## config.mk

```make
export PLATFORM = sky130hd
export DESIGN_NAME = color_scan_controller_flat
export DESIGN_NICKNAME = d
export VERILOG_FILES = /design/src/rtl/color_scan_pkg.sv /design/src/rtl/color_scan_if.sv /design/src/rtl/color_scan_controller_meter.sv /design/src/rtl/color_scan_controller.sv /design/src/flat_wrapper.sv
export SDC_FILE = /design/constraint.sdc
export NUM_CORES = 1
export LEC_CHECK = 0
export CAP_MARGIN = 10
export CORE_ASPECT_RATIO = 1.75
export CORE_MARGIN = 4
export CORE_UTILIZATION = 33
export DETAILED_ROUTE_END_ITERATION = 10
export PLACE_DENSITY = 0.54
export SYNTH_ARGS = -nofsm -noshare
export SYNTH_HDL_FRONTEND = slang
export SYNTH_SLANG_ARGS = --single-unit
```

## constraint.sdc

```tcl
create_clock -name clk_50M -period 12.7 [get_ports clk_50M]
set_clock_uncertainty 0.15 [all_clocks]
set_input_delay 1.905 -clock clk_50M [delete_from_list [all_inputs] [get_ports clk_50M]]
set_output_delay 1.905 -clock clk_50M [all_outputs]
set_load 0.02 [all_outputs]
```

## src/rtl/color_scan_pkg.sv

```systemverilog
`default_nettype none
// +----------------------------------------------------------------------------+
// | Module   : color_scan_pkg                                                  |
// | Purpose  : Shared types and helpers for the colour-sensor scan controller. |
// |            Holds the FSM state enum, the channel enum, the filter-select   |
// |            codes driven on {s2,s3}, and the channel sequencing helpers.    |
// | Revision : 1.0 - initial release                                           |
// +----------------------------------------------------------------------------+
package color_scan_pkg;

  typedef enum logic [2:0] {
    IDLE    = 3'd0,
    SELECT  = 3'd1,
    ARM     = 3'd2,
    MEASURE = 3'd3,
    STORE   = 3'd4,
    DONE    = 3'd5
  } state_e;

  // Enum order is also the scan order.
  typedef enum logic [1:0] {
    RED   = 2'd0,
    BLUE  = 2'd1,
    GREEN = 2'd2,
    CLEAR = 2'd3
  } chan_e;

  // Photodiode filter codes as {s2,s3}.
  localparam logic [1:0] FILTER_RED   = 2'b00;
  localparam logic [1:0] FILTER_BLUE  = 2'b01;
  localparam logic [1:0] FILTER_GREEN = 2'b11;
  localparam logic [1:0] FILTER_CLEAR = 2'b10;

  function automatic logic [1:0] filter_code(input chan_e ch);
    logic [1:0] code;
    case (ch)
      RED:     code = FILTER_RED;
      BLUE:    code = FILTER_BLUE;
      GREEN:   code = FILTER_GREEN;
      default: code = FILTER_CLEAR;
    endcase
    return code;
  endfunction

  function automatic chan_e next_chan(input chan_e ch);
    chan_e nxt;
    case (ch)
      RED:     nxt = BLUE;
      BLUE:    nxt = GREEN;
      GREEN:   nxt = CLEAR;
      default: nxt = RED;
    endcase
    return nxt;
  endfunction

endpackage : color_scan_pkg
`default_nettype wire

```

## src/rtl/color_scan_if.sv

```systemverilog
`default_nettype none
// +----------------------------------------------------------------------------+
// | Module   : color_scan_if                                                   |
// | Purpose  : Bundles the scan handshake, the sensor pins and the four        |
// |            channel results of the colour scan controller.                  |
// | Ports    : start, sensor_out (to controller); s0..s3, busy, done, timeout, |
// |            red, blue, green, clear (from controller).                      |
// |            master = requester / sensor side, slave = controller.           |
// | Revision : 1.0 - initial release                                           |
// +----------------------------------------------------------------------------+
interface color_scan_if #(
  parameter int CNT_W = 21
);
  logic             start;
  logic             sensor_out;
  logic             s0;
  logic             s1;
  logic             s2;
  logic             s3;
  logic             busy;
  logic             done;
  logic             timeout;
  logic [CNT_W-1:0] red;
  logic [CNT_W-1:0] blue;
  logic [CNT_W-1:0] green;
  logic [CNT_W-1:0] clear;

  modport master (
    output start, sensor_out,
    input  s0, s1, s2, s3, busy, done, timeout, red, blue, green, clear
  );

  modport slave (
    input  start, sensor_out,
    output s0, s1, s2, s3, busy, done, timeout, red, blue, green, clear
  );

endinterface : color_scan_if
`default_nettype wire

```

## src/rtl/color_scan_controller_meter.sv

```systemverilog
`default_nettype none
// +----------------------------------------------------------------------------+
// | Module   : sensor_period_meter                                             |
// | Purpose  : Synchronises the sensor frequency output, detects its falling   |
// |            edges and measures the summed length of NUM_PERIODS periods,    |
// |            with a per-edge timeout.                                        |
// | Ports    : clk_50M, rst        - clock, async active-high reset            |
// |            sensor_out_i        - raw asynchronous sensor pin               |
// |            arm_i               - waiting for the first edge (timer only)   |
// |            measure_i           - accumulating between edges                |
// |            edge_o              - registered falling-edge strobe            |
// |            result_o            - averaged period, saturated to CNT_W bits  |
// |            result_valid_o      - result_o is final this cycle              |
// |            timed_out_o         - no edge within TIMEOUT_CYCLES             |
// | Revision : 1.0 - initial release                                           |
// +----------------------------------------------------------------------------+
module sensor_period_meter #(
  parameter int NUM_PERIODS    = 4,      // power of two, 1..16
  parameter int TIMEOUT_CYCLES = 500000,
  parameter int CNT_W          = 21
) (
  input  wire logic             clk_50M,
  input  wire logic             rst,
  input  wire logic             sensor_out_i,
  input  wire logic             arm_i,
  input  wire logic             measure_i,
  output logic                  edge_o,
  output logic [CNT_W-1:0]      result_o,
  output logic                  result_valid_o,
  output logic                  timed_out_o
);

  // Four spare bits keep NUM_PERIODS * TIMEOUT_CYCLES from wrapping.
  localparam int ACC_W = CNT_W + 4;
  localparam int SHIFT = $clog2(NUM_PERIODS);
  localparam int PER_W = $clog2(NUM_PERIODS + 1);
  localparam int TMR_W = $clog2(TIMEOUT_CYCLES + 1);

  logic             sync_q0;
  logic             sync_q1;
  logic             edge_q;
  logic [ACC_W-1:0] acc_q;
  logic [ACC_W-1:0] acc_d;
  logic [PER_W-1:0] per_q;
  logic [PER_W-1:0] per_d;
  logic [TMR_W-1:0] tmr_q;
  logic [TMR_W-1:0] tmr_d;
  logic [ACC_W-1:0] acc_inc;
  logic [ACC_W-1:0] avg;
  logic             active;

  always_ff @(posedge clk_50M or posedge rst) begin
    if (rst) begin
      sync_q0 <= 1'b0;
      sync_q1 <= 1'b0;
      edge_q  <= 1'b0;
      acc_q   <= '0;
      per_q   <= '0;
      tmr_q   <= '0;
    end else begin
      sync_q0 <= sensor_out_i;
      sync_q1 <= sync_q0;
      // sync_q1 holds the older sample: 1 -> 0 is a falling edge.
      edge_q  <= sync_q1 & ~sync_q0;
      acc_q   <= acc_d;
      per_q   <= per_d;
      tmr_q   <= tmr_d;
    end
  end

  always_comb begin
    active  = arm_i | measure_i;
    acc_inc = acc_q + 1'b1;

    // The accumulator sits at zero outside MEASURE, so the first MEASURE
    // cycle starts counting from the edge that ended ARM.
    acc_d = measure_i ? acc_inc : '0;

    per_d = '0;
    if (measure_i) begin
      per_d = edge_q ? per_q + 1'b1 : per_q;
    end

    tmr_d = (!active || edge_q) ? '0 : tmr_q + 1'b1;

    // acc_q lags by one cycle; the closing edge cycle itself is counted via
    // acc_inc so the sum spans exactly NUM_PERIODS full periods.
    avg      = acc_inc >> SHIFT;
    result_o = (|avg[ACC_W-1:CNT_W]) ? '1 : avg[CNT_W-1:0];

    result_valid_o = measure_i & edge_q & (per_q == PER_W'(NUM_PERIODS - 1));
    // An edge arriving on the last allowed cycle still counts.
    timed_out_o    = active & ~edge_q & (tmr_q == TMR_W'(TIMEOUT_CYCLES - 1));
    edge_o         = edge_q;
  end

endmodule : sensor_period_meter
`default_nettype wire

```

## src/rtl/color_scan_controller.sv

```systemverilog
`default_nettype none
// +----------------------------------------------------------------------------+
// | Module   : color_scan_controller                                           |
// | Purpose  : On a start request, steps the TCS3200-style sensor through the  |
// |            red, blue, green and clear filters, lets each settle, measures  |
// |            the averaged output period and presents all four results with   |
// |            a single done pulse.                                            |
// | Ports    : clk_50M, rst  - 50 MHz clock, async active-high reset           |
// |            bus (slave)   - start / sensor_out in; s0..s3, busy, done,      |
// |                            timeout, red, blue, green, clear out            |
// | Revision : 1.0 - initial release                                           |
// +----------------------------------------------------------------------------+
module color_scan_controller
  import color_scan_pkg::*;
#(
  parameter int SETTLE_CYCLES  = 2500,
  parameter int NUM_PERIODS    = 4,
  parameter int TIMEOUT_CYCLES = 500000,
  parameter int CNT_W          = 21
) (
  input  wire logic    clk_50M,
  input  wire logic    rst,
  color_scan_if.slave  bus
);

  localparam int SET_W = $clog2(SETTLE_CYCLES + 1);

  state_e                  state_q,   state_d;
  chan_e                   ch_q,      ch_d;
  logic [SET_W-1:0]        settle_q,  settle_d;
  logic [CNT_W-1:0]        cur_res_q, cur_res_d;
  logic                    flag_q,    flag_d;
  logic [3:0][CNT_W-1:0]   res_q,     res_d;
  logic [CNT_W-1:0]        red_q,     red_d;
  logic [CNT_W-1:0]        blue_q,    blue_d;
  logic [CNT_W-1:0]        green_q,   green_d;
  logic [CNT_W-1:0]        clear_q,   clear_d;
  logic                    timeout_q, timeout_d;

  logic                    arm_en;
  logic                    meas_en;
  logic                    m_edge;
  logic [CNT_W-1:0]        m_result;
  logic                    m_valid;
  logic                    m_timed_out;

  sensor_period_meter #(
    .NUM_PERIODS    (NUM_PERIODS),
    .TIMEOUT_CYCLES (TIMEOUT_CYCLES),
    .CNT_W          (CNT_W)
  ) u_meter (
    .clk_50M        (clk_50M),
    .rst            (rst),
    .sensor_out_i   (bus.sensor_out),
    .arm_i          (arm_en),
    .measure_i      (meas_en),
    .edge_o         (m_edge),
    .result_o       (m_result),
    .result_valid_o (m_valid),
    .timed_out_o    (m_timed_out)
  );

  always_ff @(posedge clk_50M or posedge rst) begin
    if (rst) begin
      state_q   <= IDLE;
      ch_q      <= RED;
      settle_q  <= '0;
      cur_res_q <= '0;
      flag_q    <= 1'b0;
      res_q     <= '0;
      red_q     <= '0;
      blue_q    <= '0;
      green_q   <= '0;
      clear_q   <= '0;
      timeout_q <= 1'b0;
    end else begin
      state_q   <= state_d;
      ch_q      <= ch_d;
      settle_q  <= settle_d;
      cur_res_q <= cur_res_d;
      flag_q    <= flag_d;
      res_q     <= res_d;
      red_q     <= red_d;
      blue_q    <= blue_d;
      green_q   <= green_d;
      clear_q   <= clear_d;
      timeout_q <= timeout_d;
    end
  end

  always_comb begin
    state_d   = state_q;
    ch_d      = ch_q;
    settle_d  = '0;
    cur_res_d = cur_res_q;
    flag_d    = flag_q;
    res_d     = res_q;
    red_d     = red_q;
    blue_d    = blue_q;
    green_d   = green_q;
    clear_d   = clear_q;
    timeout_d = timeout_q;
    arm_en    = 1'b0;
    meas_en   = 1'b0;

    case (state_q)
      IDLE: begin
        if (bus.start) begin
          state_d   = SELECT;
          ch_d      = RED;
          flag_d    = 1'b0;
          timeout_d = 1'b0;
        end
      end

      SELECT: begin
        if (settle_q == SET_W'(SETTLE_CYCLES - 1)) begin
          state_d = ARM;
        end else begin
          settle_d = settle_q + 1'b1;
        end
      end

      ARM: begin
        arm_en = 1'b1;
        if (m_timed_out) begin
          cur_res_d = '1;
          flag_d    = 1'b1;
          state_d   = STORE;
        end else if (m_edge) begin
          state_d = MEASURE;
        end
      end

      MEASURE: begin
        meas_en = 1'b1;
        if (m_valid) begin
          cur_res_d = m_result;
          state_d   = STORE;
        end else if (m_timed_out) begin
          cur_res_d = '1;
          flag_d    = 1'b1;
          state_d   = STORE;
        end
      end

      STORE: begin
        res_d[ch_q] = cur_res_q;
        if (ch_q == CLEAR) begin
          // Publish everything at once so the outputs are valid in the
          // same cycle that done is high.
          red_d     = res_q[RED];
          blue_d    = res_q[BLUE];
          green_d   = res_q[GREEN];
          clear_d   = cur_res_q;
          timeout_d = flag_q;
          state_d   = DONE;
        end else begin
          ch_d    = next_chan(ch_q);
          state_d = SELECT;
        end
      end

      DONE: begin
        ch_d    = RED;
        state_d = IDLE;
      end

      default: begin
        state_d = IDLE;
      end
    endcase
  end

  // Outside IDLE the sensor runs at 20 % scaling; IDLE powers it down.
  assign bus.s0 = (state_q != IDLE);
  assign bus.s1 = 1'b0;
  assign {bus.s2, bus.s3} = (state_q != IDLE) ? filter_code(ch_q) : 2'b00;

  assign bus.busy    = (state_q == SELECT) || (state_q == ARM) ||
                       (state_q == MEASURE) || (state_q == STORE);
  assign bus.done    = (state_q == DONE);
  assign bus.timeout = timeout_q;
  assign bus.red     = red_q;
  assign bus.blue    = blue_q;
  assign bus.green   = green_q;
  assign bus.clear   = clear_q;

endmodule : color_scan_controller
`default_nettype wire

```

## src/flat_wrapper.sv

```systemverilog
// flat-port wrapper written by rule: the top's interface ports become plain ports
module color_scan_controller_flat import color_scan_pkg::*;
#(
  parameter int SETTLE_CYCLES  = 2500,
  parameter int NUM_PERIODS    = 4,
  parameter int TIMEOUT_CYCLES = 500000,
  parameter int CNT_W          = 21
)
  (clk_50M, rst, bus_start, bus_sensor_out, bus_s0, bus_s1, bus_s2, bus_s3, bus_busy, bus_done, bus_timeout, bus_red, bus_blue, bus_green, bus_clear);
  color_scan_if #(.CNT_W(CNT_W)) bus_i ();
  input  wire logic clk_50M;
  input  wire logic rst;
  input wire logic [$bits(bus_i.start)-1:0] bus_start;
  input wire logic [$bits(bus_i.sensor_out)-1:0] bus_sensor_out;
  output wire logic [$bits(bus_i.s0)-1:0] bus_s0;
  output wire logic [$bits(bus_i.s1)-1:0] bus_s1;
  output wire logic [$bits(bus_i.s2)-1:0] bus_s2;
  output wire logic [$bits(bus_i.s3)-1:0] bus_s3;
  output wire logic [$bits(bus_i.busy)-1:0] bus_busy;
  output wire logic [$bits(bus_i.done)-1:0] bus_done;
  output wire logic [$bits(bus_i.timeout)-1:0] bus_timeout;
  output wire logic [$bits(bus_i.red)-1:0] bus_red;
  output wire logic [$bits(bus_i.blue)-1:0] bus_blue;
  output wire logic [$bits(bus_i.green)-1:0] bus_green;
  output wire logic [$bits(bus_i.clear)-1:0] bus_clear;
  assign bus_i.start = bus_start;
  assign bus_i.sensor_out = bus_sensor_out;
  assign bus_s0 = bus_i.s0;
  assign bus_s1 = bus_i.s1;
  assign bus_s2 = bus_i.s2;
  assign bus_s3 = bus_i.s3;
  assign bus_busy = bus_i.busy;
  assign bus_done = bus_i.done;
  assign bus_timeout = bus_i.timeout;
  assign bus_red = bus_i.red;
  assign bus_blue = bus_i.blue;
  assign bus_green = bus_i.green;
  assign bus_clear = bus_i.clear;
  color_scan_controller #(.SETTLE_CYCLES(SETTLE_CYCLES), .NUM_PERIODS(NUM_PERIODS), .TIMEOUT_CYCLES(TIMEOUT_CYCLES), .CNT_W(CNT_W)) u_core (.clk_50M(clk_50M), .rst(rst), .bus(bus_i));
endmodule
```

**After elaboration in Yosys (flattened, before gate mapping)**

Index checks and enable logic that the tools add are counted.

- Register bits: 258
- Input bits: 4

- Add/subtract/negate cells: 4
- $lt $le $gt $ge: 2
- Eq/ne operators: 19
- Mux-type cells: 35
- Bitwise gates (word level): 8
- Reduce and logical (&&, ||, !) cells: 19

Operator list:

| operator | count |
|---|---|
| $bwmux W84 | 1 |
| $mux W21 | 4 |
| $demux W21 S2 | 1 |
| $pmux W21 S2 | 1 |
| $mux W3 | 9 |
| $add A25 B1 Y25 const B | 1 |
| $mux W25 | 1 |
| $mux W12 | 2 |
| $add A19 B1 Y19 const B | 1 |
| $eq A19 B19 Y1 const B | 1 |
| $mux W19 | 1 |
| $pmux W2 S3 | 3 |
| $pmux W3 S5 | 1 |
| $add A12 B1 Y12 const B | 1 |
| $eq A12 B12 Y1 const B | 1 |
| $eq A3 B2 Y1 const B | 3 |
| $reduce_and A3 Y1 | 3 |
| $reduce_bool A3 Y1 | 3 |
| $eq A3 B3 Y1 const B | 2 |
| $mux W1 | 6 |
| $mux W2 | 3 |
| $ne A2 B1 Y1 const B | 3 |
| $ne A2 B2 Y1 const B | 3 |
| $and A1 B1 Y1 | 5 |
| 21 further kinds | 27 |

**Longest topological paths before layout**

Gate-level depths: netlist of run 1.

- Word-level depth: 8
- Mapped depth: 8
- Mapped depth without buffers: 7

**Hierarchy**

A second synthesis of run 1 with hierarchy kept.

- Cell total of the unflattened synthesis: 809
- Area, all modules: 10138.5 um^2

By module, submodules not included:

| module | instances | cells an instance | area each (um^2) |
|---|---|---|---|
| color_scan_controller | 1 | 524 | 7378.3 |
| sensor_period_meter | 1 | 285 | 2760.1 |

**Least setup slack after synthesis of run 1**

No wires, ideal clock.

- Path type: reg-to-output
- Start: register u_core.state_q[2]
- End: output port bus_s3
- Arrival: 1.140 ns
- Data required time: 10.645 ns
- Slack: 9.505 ns
- Cell stages (with the launch flop): 4
- Buffers on the path: 1
- Cell sequence: dfrtp_1 > clkbuf_1 > nor3_1 > nor2b_1

- Cells in the longest elaborated chain, start to end: 2

RTL lines:

| what | RTL line | source |
|---|---|---|
| start, declared | color_scan_controller.sv:28 | `state_e state_q, state_d;` |
| start signal, assigned | color_scan_controller.sv:77 | `state_q <= state_d;` |
| $reduce_bool A3 Y1 | color_scan_controller.sv:178 | `assign {bus.s2, bus.s3} = (state_q != IDLE) ? filter_code(ch_q) : 2'b00;` |
| $mux W2 | color_scan_controller.sv:178 |  |
| end, declared | flat_wrapper.sv:18 | `output wire logic [$bits(bus_i.s3)-1:0] bus_s3;` |

Every way passes these cells.

**Final worst setup path of run 1**

- Start: register u_core.state_q[2]
- End: output port bus_s2

- Cells in the longest elaborated chain, start to end: 2

RTL lines:

| what | RTL line | source |
|---|---|---|
| $reduce_bool A3 Y1 | color_scan_controller.sv:178 |  |
| $mux W2 | color_scan_controller.sv:178 |  |
| end, declared | flat_wrapper.sv:17 | `output wire logic [$bits(bus_i.s2)-1:0] bus_s2;` |

Every way passes these cells.

==> reports/qor.yml, run 1 <==
die:
  die_h_um: 234.3
  die_x_um: 137.3
  placementRows: 82
  pin_count: 95
  start_util_pct: 33.63
  core_area_um2: 28730
  die_area_um2: 32180
placed_design:
  portBuffers: 93
  gp_congestion: 0.7496
  dp_hpwl_mm: 13.63
clock_tree:
  cts_root_buf: "clkbuf_16"
  cts_resized: 0
  clockBufferDepth: 3
  cts_tree: "built"
  cts.sinks: 237
  clk_pin_slew_worst_paths_ns: 0.06
  postCtsHoldBufs: 0
  cts_buffers: 23
  clk_latency_ns: 0.52
  cts_setup_buffers: 0
  cts_max_level: 1
synthesis:
  yosys_warnings: 0
  netlist_instances: 709
  synth_top_area_share_pct: 61.39
  synth_flop_cell: "dfrtp_1"
  synth_edf_count: 0
  synth_largest_area_cell: "dfrtp_1"
  yosysSeqAreaShare_pct: 61.39
  synthTopCellsByArea: "dfrtp_1 61%, mux2_2 17%, xor2_1 2.9%"
  synth_fp_nets: 723
  ys_ff_latch: 237
  syn_area_per_cell_um2: 13.63
  netlist_area_um2: 9661
  ys_async_sr_fraction_pct: 100.0
  synth_cell_type_count: 49
drt:
  viasPerCell: 4.739
  wirelength_mm: 20.38
  via_count: 5668
  drt-pass1-iter-count: 4
  drt-initial-drc-count: 180
  postRouteAntennaNets: 0
  wl_per_cell_um: 17.04
  drc_errors: 0
final_layout:
  fill_cells: 2791
  syn_to_final_growth_pct: 21.46
  num_antenna_cells: 0
  seq_area_um2: 5931
  drive_above_1_share_pct: 25.31
  nNetsFinal: 815
  multiInputGateArea_um2: 3517
critical_path:
  rr_endpoint: "u_core.bus.clear[1]"
  required_ns: 10.64
  worstRegToRegCells: 4
  path_class: "flop to output port"
  startpoint_type: "flop"
  crit_family: "buffers and inverters"
  max_stage_delay_ns: 0.66
  worstPathArrival_ns: 2.28
  cp_slowest_cell: "clkdlybuf4s50_1"
  cp_max_fo: 18
  crit_buf_inv: 1
  r2r_slack_ns: 9.93
  worstReg2RegStart: "u_core.state_q[0]"
  worstPathCellList: "nor3_1 > nor2_1 > clkdlybuf4s50_1"
  end_kind: "output port"
worst_hold_path:
  holdCritStartpoint: "u_core.u_meter.sync_q0"
  min_path_cells: 0
  hold_end: "u_core.u_meter.sync_q1"
  hp-class: "flop to flop"
sta:
  fin_crit_sh_pct: 34.11
  slew_headroom_pct: 37.99
  hold_violations: 0
  hold_ws_ns: 0.2388
  min_period_ns: 4.332
  worstMarginPinSlew_ns: 0.9301
  max_clock_freq_mhz: 230.8
  drv_slew: 0
  rsz0062_at_grt: "no"
  setup_viol: 0
  setup_tns_ns: 0
global_routing:
  grt_first_pass_wirelength_mm: 33.33
  antenna_found_initial: 0
  grt_pass1_vias: 6058
  grt_max_degree: 96
  track_usage_pct: 13.17
  grt_overflow: 0
status:
  outcome: "completed"
power:
  peakVddDrop_uv: 92.12
  p_leak_nw: 5.413
  p_per_area_nw_per_um2: 124.4
job:
  max-cap-violations: 0
[metal layers]
metal | share of wire (%) | track usage (%)
met4 | 2.1 | 4.338
met2 | 56 | 24.40
met3 | 2.6 | 1.653
met1 | 40 | 15.56
met5 | 0 | 0
[cells by family after synthesis]
kind of cell	Yosys count	synth area share (%)
and+or+nand+nor	173	9.416
buffers and inverters	45	2.266
adders and majority gates	10	1.295
DFF	237	61.39
xor gates and xnor gates	51	4.624
muxes	148	17.24
AOI/OAI and AO/OA	44	3.730
other	1	0.03882
[how the worst max path moves through the flow]
stage | from | to | slack, ns | depth (start not counted)
detailed placement | rst | u_core.bus.blue[2] | 8.58 | 3
global route | u_core.state_q[2] | bus_s2 | 8.21 | 3
floorplan | rst | u_core.bus.blue[0] | 4.14 | 1
finish | u_core.state_q[2] | bus_s2 | 8.37 | 3
CTS | u_core.state_q[2] | bus_s2 | 8.27 | 3
global placement | rst | u_core.bus.blue[0] | 8.58 | 3
[area by class of cell]
cell class	count	share of cell area, %
Sequential cell	237	50.54
Timing Repair Buffer	100	8.381
Clock inverter	4	0.2986
Inverter	12	0.4479
Tap cell	378	4.031
Multi-Input combinational cell	427	29.97
Clock buffer	38	6.323
[power by group]
part | switching, W | leakage [nW] | internal (W)
clock | 0.000286 | 0.389 | 0.000401
sequential | 0.000000667 | 3.28 | 0.000755
combinational | 0.0000151 | 1.74 | 0.00000174
total | 0.000302 | 5.41 | 0.00116
[cells in the final DEF (no fill, tap or decap), types with 3 or more instances in the layout]
cell type        count
a21oi_1              5
and4_1               6
nor2b_1              6
and3_1              12
xnor2_1             19
and2_1               3
nor2_1              68
mux2_2             147
ha_1                10
buf_4                7
xor2_1              32
o21ai_0              8
clkbuf_1             4
inv_1               11
clkbuf_8            11
clkinv_2             3
dfrtp_1            237
clkbuf_16           23
a2bb2oi_1           20
nand4_1             15
clkdlybuf4s50_1     93
nand3_1             18
nor3_1               6
nand2_1             21
[metrics by stage]
step / utilization [%] / cells / setup slack, ns / total power, W / instance area [µm²]
floorplan: - / 709 / 4.142 / 0.0007822 / 9661
global placement: 38.14 / 1154 / 8.581 / 0.0007884 / 10960
detailed placement: 38.14 / 1154 / 8.579 / 0.0007886 / 10960
CTS: 40.84 / 1196 / 8.270 / 0.001488 / 11730
global route: 40.84 / 1196 / 8.211 / 0.001516 / 11730
finish: 40.84 / 1196 / 8.368 / 0.001459 / 11730
[cell usage after synthesis, types with 12 or more instances]
cell type,number
a2bb2oi_1,20
and3_1,14
buf_2,19
dfrtp_1,237
inv_1,12
mux2_2,147
nand2_1,21
nand3_1,18
nand4_1,15
nor2_1,68
xnor2_1,19
xor2_1,32
[state kept, by name, summed over array words and instances, names as in the netlist, 19 cells and up]
signal                cells
u_core.bus.red           21
u_core.cur_res_q         21
u_core.u_meter.tmr_q     19
u_core.bus.blue          21
u_core.res_q             63
u_core.u_meter.acc_q     25
u_core.bus.clear         21
u_core.bus.green         21
Note: power is estimated with default switching activity, not from simulation.
==> inputs of run 2 (changes only) <==
--- a/config.mk
+++ b/config.mk
@@ -10,7 +10,7 @@
 export CORE_MARGIN = 4
 export CORE_UTILIZATION = 33
 export DETAILED_ROUTE_END_ITERATION = 10
-export PLACE_DENSITY = 0.54
+export PLACE_DENSITY = 0.56
 export SYNTH_ARGS = -nofsm -noshare
 export SYNTH_HDL_FRONTEND = slang
 export SYNTH_SLANG_ARGS = --single-unit
==> constraint.sdc (replaced) <==
create_clock -name clk_50M -period 3.9 [get_ports clk_50M]
set_clock_uncertainty 0.15 [all_clocks]
set_input_delay 0.585 -clock clk_50M [delete_from_list [all_inputs] [get_ports clk_50M]]
set_output_delay 0.585 -clock clk_50M [all_outputs]
set_load 0.02 [all_outputs]
==> run 2 against run 1 <==
Sequential share of layout area is 0.56 points lower. Flip-flop and latch count unchanged. Cell count up 0.33%. Critical endpoint unchanged. Total power increased to 3.4 times the previous value. Sequential power rose to 3.3 times the previous value. Largest cell class unchanged.
==> reports/qor.yml, run 2 (synthesis gave the netlist of run 1 again) <==
clock_tree:
  cts_buffers: 24  # was 23
  clk_latency_ns: 0.53  # was 0.52 ns
  clockBufferDepth: 3  # unchanged
  cts.sinks: 237  # unchanged
  postCtsHoldBufs: 0  # unchanged
  cts_resized: 0  # unchanged
  cts_tree: "built"  # unchanged
  cts_root_buf: "clkbuf_16"  # unchanged
  cts_setup_buffers: 0  # unchanged
  clk_pin_slew_worst_paths_ns: 0.06  # about the same
  cts_max_level: 1  # unchanged
power:
  internal_power_w: 0.003933  # was 0.001158 W
  pwr-share-clk_pct: 48.8  # was 47.0%
  peakVddDrop_uv: 283.3  # was 92.12 µV
  p_per_area_nw_per_um2: 415.3  # was 124.4 nW/µm²
  swShare_pct: 20.19  # was 20.67%
  p_leak_nw: 5.468  # was 5.413 nW
  power.switching_w: 0.0009947  # was 0.0003016 W
  seqPwrFrac_pct: 50.0  # was 51.8%
  comb_power_share_pct: 1.3  # was 1.2%
die:
  die_x_um: 137.3  # unchanged
  placementRows: 82  # unchanged
  die_area_um2: 32180  # unchanged
  die_h_um: 234.3  # unchanged
  core_area_um2: 28730  # unchanged
  pin_count: 95  # unchanged
  start_util_pct: 33.63  # unchanged
worst_hold_path:
  holdCritStartpoint: "u_core.u_meter.sync_q0"  # unchanged
  min_path_cells: 0  # unchanged
  hp-class: "flop to flop"  # unchanged
  hold_end: "u_core.u_meter.sync_q1"  # unchanged
critical_path:
  path_class: "flop to output port"  # unchanged
  r2r_slack_ns: 1.37  # was 9.93 ns
  startpoint_type: "flop"  # unchanged
  end_kind: "output port"  # unchanged
  worstReg2RegStart: "u_core.settle_q[9]"  # was u_core.state_q[0]
  worstPathCellList: "nor3_1 > nor2_1 > clkdlybuf4s50_1"  # unchanged
  max_stage_delay_ns: 0.57  # was 0.66 ns
  cp_max_fo: 18  # unchanged
  worstPathArrival_ns: 2.26  # was 2.28 ns
  crit_family: "simple AND/OR/NAND/NOR gates"  # was buffers and inverters
  crit_buf_inv: 1  # unchanged
  required_ns: 3.16  # was 10.64 ns
  cp_slowest_cell: "dfrtp_1"  # was clkdlybuf4s50_1
  rr_endpoint: "u_core.state_q[0]"  # was u_core.bus.clear[1]
  crit_cells: 3  # unchanged
  worstRegToRegCells: 5  # was 4
sta:
  worstMarginPinSlew_ns: 0.8023  # was 0.9301 ns
  hold_violations: 0  # unchanged
  max_clock_freq_mhz: 333.4
  setup_tns_ns: 0  # unchanged
  rsz0062_at_grt: "no"  # unchanged
  slew_headroom_pct: 46.33  # was 37.99%
  drv_slew: 0  # unchanged
  min_period_ns: 2.999
  fin_ws_ns: 0.9007  # was 8.368 ns
  fin_crit_sh_pct: 76.91
  setup_viol: 0  # unchanged
global_routing:
  grt_pass1_vias: 6018  # was 6058
  grt_max_degree: 88  # was 96
  antenna_found_initial: 0  # unchanged
  grt_first_pass_wirelength_mm: 33.89  # was 33.33 mm
  track_usage_pct: 13.35  # was 13.17%
  grt_overflow: 0  # unchanged
final_layout:
  nNetsFinal: 820  # was 815
  multiInputGateArea_um2: 3516  # was 3517 µm²
  syn_to_final_growth_pct: 22.82  # was 21.46%
  drive_above_1_share_pct: 25.55  # was 25.31%
  final_common_cell: "dfrtp_1"  # unchanged
  num_antenna_cells: 0  # unchanged
  largestRegisters: "u_core.res_q: 63 flops, u_core.u_meter.acc_q: 25 flops"  # unchanged
  fin_util_pct: 41.30  # was 40.84%
  seq_area_um2: 5931  # unchanged
  largest_reg_flops: 63  # unchanged
  final_cell_mix: "237 x dfrtp_1, 147 x mux2_2, 93 x clkdlybuf4s50_1"  # unchanged
  fill_cells: 2763  # was 2791
  largest_register: "u_core.res_q"  # unchanged
placed_design:
  gp_congestion: 0.7660  # was 0.7496
  dpl_worst_slack_ns: 1.361  # was 8.579 ns
  dp_hpwl_mm: 13.71  # was 13.63 mm
  portBuffers: 93  # unchanged
drt:
  viasPerCell: 4.753  # was 4.739
  via_count: 5704  # was 5668
  wl_met2_mm: 11.16  # was 11.38 mm
  wl_met1_mm: 8.545  # was 8.065 mm
  dr.max_layer_used: "met4"  # unchanged
  postRouteAntennaNets: 0  # unchanged
  wl_met3_um: 600  # was 520 µm
  wl_per_cell_um: 17.33  # was 17.04 µm
  wirelength_mm: 20.79  # was 20.38 mm
  drt-pass1-iter-count: 6  # was 4
  drt-initial-drc-count: 301  # was 180
  drc_errors: 0  # unchanged
status:
  outcome: "completed"  # unchanged
job:
  max-cap-violations: 0  # unchanged
==> run 2: changes by cell type in the layout (fill, tap and decap cells not counted), sizes merged <==
cell / before / now
buf: 7 / 11
bufinv: 0 / 3
clkbuf: 38 / 35
clkinv: 3 / 4
clkinvlp: 0 / 1
inv: 13 / 11
==> run 2: worst reg2reg max path, stage by stage (launching register included) <==
cell and delay [ns]:
dfrtp_1 0.41, or4b_1 0.53, or3_4 0.39, o41ai_4 0.66
o21a_1 0.22, o21ai_1 0.06
==> run 2: routing by layer <==
metal,global-route usage [%],up-vias
li1,-,2658
met1,16.34,2937
met2,24.05,80
met3,1.782,29
met4,4.338,0
met5,0,-
==> run 2: final cells by class <==
cell class | instances | share of cell area [%]
well taps | 378 | 3.986
flip-flops and latches | 237 | 49.98
multi-input cells | 427 | 29.63
inverters | 12 | 0.4113
clock inverters | 7 | 1.023
repair buffers | 104 | 8.963
clock buffers | 35 | 6.000
==> run 2: through the flow <==
stage          power [W]  std cells  area, µm²  hold slack (ns)
3_5_place_dp    0.002574       1158      11030           0.2369
6_report        0.004928       1200      11870           0.2311
2_1_floorplan   0.002548        709       9664           0.2043
5_1_grt         0.005118       1200      11870           0.2419
4_1_cts         0.005024       1200      11870           0.2239
3_3_place_gp    0.002574       1158      11030           0.2204
==> run 2: how the worst max path moves through the flow <==
stage,start,endpoint,slack [ns]
6_report,u_core.state_q[2],bus_s2,0.90
5_1_grt,u_core.state_q[2],bus_s2,0.73
4_1_cts,u_core.state_q[2],bus_s2,0.88
3_5_place_dp,u_core.settle_q[9],u_core.state_q[0],1.36
3_3_place_gp,u_core.state_q[0],u_core.res_q[48],1.35
2_1_floorplan,rst,u_core.bus.blue[0],0.06
==> run 2: power groups by stage <==
stage	clock [W]	sequential, W	combinational, W
after CTS	0.00250	0.00246	0.0000667
after detailed placement	0	0.00251	0.0000668
after floorplan	0	0.00251	0.0000407
after global routing	0.00258	0.00246	0.0000736
after global placement	0	0.00251	0.0000662
final	0.00240	0.00246	0.0000618
==> inputs of run 3 (changes only) <==
==> constraint.sdc (replaced) <==
create_clock -name clk_50M -period 2.5 [get_ports clk_50M]
set_clock_uncertainty 0.15 [all_clocks]
set_input_delay 0.375 -clock clk_50M [delete_from_list [all_inputs] [get_ports clk_50M]]
set_output_delay 0.375 -clock clk_50M [all_outputs]
set_load 0.02 [all_outputs]
==> run 3 against run 2 <==
Count of clock-buffer cells in the layout shrank 5. Flip-flop and latch count is the same. Register-to-register slack lost 1.2 ns. Sequential share of layout area shrank 0.38 points. Worst hold slack lost 0.090 ns. Critical endpoint unchanged. Largest cell class unchanged.
==> reports/qor.yml, run 3 (synthesis gave the netlist of run 1 again) <==
clock_tree:
  cts.sinks: 237  # unchanged
  cts_max_level: 1  # unchanged
  clockBufferDepth: 3  # unchanged
  cts_buffers: 23  # was 24
  clk_latency_ns: 0.53  # about the same
  cts_tree: "built"  # unchanged
  cts_root_buf: "clkbuf_16"  # unchanged
  postCtsHoldBufs: 0  # unchanged
  clk_pin_slew_worst_paths_ns: 0.07  # was 0.06 ns
placed_design:
  dp_hpwl_mm: 14.26  # was 13.71 mm
  portBuffers: 93  # unchanged
  dpl_worst_slack_ns: 0.1848  # was 1.361 ns
  post_dp_cell_area_um2: 11170  # was 11030 µm²
  gp_congestion: 0.7428  # was 0.7660
final_layout:
  largest_register: "u_core.res_q"  # unchanged
  final_cell_mix: "234 x dfrtp_1, 147 x mux2_2, 88 x clkdlybuf4s50_1"  # was 237 x dfrtp_1, 147 x mux2_2, 93 x clkdlybuf4s50_1
  fill_cells: 2732  # was 2763
  seq_area_um2: 5934  # was 5931 µm²
  multiInputGateArea_um2: 3535  # was 3516 µm²
  num_antenna_cells: 0  # unchanged
  syn_to_final_growth_pct: 23.83  # was 22.82%
  final_common_cell: "dfrtp_1"  # unchanged
  drive_above_1_share_pct: 27.20  # was 25.55%
  largest_reg_flops: 63  # unchanged
  largestRegisters: "u_core.res_q: 63 flops, u_core.u_meter.acc_q: 25 flops"  # unchanged
  final_design_area_no_fill_um2: 11960  # was 11870 µm²
  nNetsFinal: 830  # was 820
global_routing:
  grt_max_degree: 62  # was 88
  grt_pass1_vias: 6131  # was 6018
  grt_overflow: 0  # unchanged
  track_usage_pct: 13.51  # was 13.35%
  grt_first_pass_wirelength_mm: 33.98  # was 33.89 mm
  antenna_found_initial: 0  # unchanged
worst_hold_path:
  hp-class: "input pin to flop"  # was flop to flop
  holdCritStartpoint: "bus_sensor_out"  # was u_core.u_meter.sync_q0
die:
  die_x_um: 137.3  # unchanged
  pin_count: 95  # unchanged
  core_area_um2: 28730  # unchanged
  die_area_um2: 32180  # unchanged
  die_h_um: 234.3  # unchanged
  start_util_pct: 33.63  # unchanged
  placementRows: 82  # unchanged
sta:
  hold_violations: 0  # unchanged
  rsz0062_at_grt: "no"  # unchanged
  fin_crit_sh_pct: 94.08
  min_period_ns: 2.352
  fin_ws_ns: 0.1479  # was 0.9007 ns
  slew_headroom_pct: 50.51  # was 46.33%
  drv_slew: 0  # unchanged
  max_clock_freq_mhz: 425.2
  hold_ws_ns: 0.1415  # was 0.2311 ns
  setup_viol: 0  # unchanged
  worstMarginPinSlew_ns: 0.7423  # was 0.8023 ns
drt:
  postRouteAntennaNets: 0  # unchanged
  via_count: 5720  # was 5704
  wirelength_mm: 21.20  # was 20.79 mm
  drt-initial-drc-count: 216  # was 301
  drt-pass1-iter-count: 4  # was 6
  wl_per_cell_um: 17.54  # was 17.33 µm
  drc_errors: 0  # unchanged
  viasPerCell: 4.731  # was 4.753
critical_path:
  path_class: "flop to output port"  # unchanged
  cp_max_fo: 4  # was 18
  worstReg2RegStart: "u_core.settle_q[9]"  # unchanged
  startpoint_type: "flop"  # unchanged
  end_kind: "output port"  # unchanged
  startpoint: "u_core.ch_q[0]"  # was u_core.state_q[2]
  required_ns: 1.98  # was 3.16 ns
  worstPathArrival_ns: 1.83  # was 2.26 ns
status:
  outcome: "completed"  # unchanged
job:
  max-cap-violations: 0  # unchanged
power:
  peakVddDrop_uv: 510.5  # was 283.3 µV
  p_per_area_nw_per_um2: 627.2  # was 415.3 nW/µm²
  p_leak_nw: 5.511  # was 5.468 nW
  power_w: 0.007503  # was 0.004928 W
-- run 3: cell count changes in the layout (fill, tap and decap cells not counted), moves of 2 or more --
cell / delta
clkbuf_8: -3
dlygate4sd2_1: +3
clkdlybuf4s50_1: -5
dfrtp_2: +3
clkinvlp_4: +2
buf_12: +5
dfrtp_1: -3
buf_4: +6
-- run 3: layout make-up --
| cell class | instances | share of cell area, % |
|---|---|---|
| Multi-Input combinational cell | 427 | 29.55 |
| Sequential cell | 237 | 49.61 |
| Tap cell | 378 | 3.954 |
| Clock inverter | 10 | 1.067 |
| Inverter | 12 | 0.4079 |
| Clock buffer | 30 | 5.366 |
| Timing Repair Buffer | 115 | 10.05 |
-- run 3: worst paths after layout --
kind	end	slack [ns]	cells after the start
max	bus_s2	0.15	5
min	u_core.u_meter.sync_q0	0.14	1
max reg2reg	u_core.settle_q[11]	0.20	5
min reg2reg	u_core.u_meter.sync_q1	0.25	0
max in group asynchronous	u_core.bus.blue[3]	1.45	4
min in group asynchronous	u_core.res_q[56]	0.15	3
-- run 3: repair_timing --
action                     CTS  global route
pin swaps                    0             1
hold endpoints to repair     0             0
setup buffers                0             1
gates resized for setup     10             4
setup endpoints to repair    5             2
-- run 3: per-layer routing --
layer | track usage, % | vias to the layer above | part of all wire [%]
met3 | 1.868 | 26 | 3.3
met5 | 0 | - | 0
met1 | 15.54 | 2934 | 39
met2 | 25.49 | 79 | 55
met4 | 4.182 | 0 | 2.0
li1 | - | 2681 | -
-- run 3: critical path, stage by stage, from the launching register on --
cell           delay (ns)
dfrtp_1              0.41
inv_1                0.10
ha_1                 0.22
nor2_1               0.18
nor2_1               0.06
dlygate4sd2_1        0.33
-- run 3: where the power goes --
group	total (W)	internal (W)	switching [W]
clock network	0.00356	0.00204	0.00152
logic	0.000105	0.0000235	0.0000819
registers	0.00384	0.00384	0.00000235
total	0.00750	0.00590	0.00160
-- run 3: per-stage QoR --
step / util, % / setup TNS [ns] / std cells
floorplan: - / -268.02 / 709
global placement: 38.88 / 0 / 1168
detailed placement: 38.88 / 0 / 1168
CTS: 41.62 / 0 / 1208
global route: 41.64 / 0 / 1209
finish: 41.64 / 0 / 1209
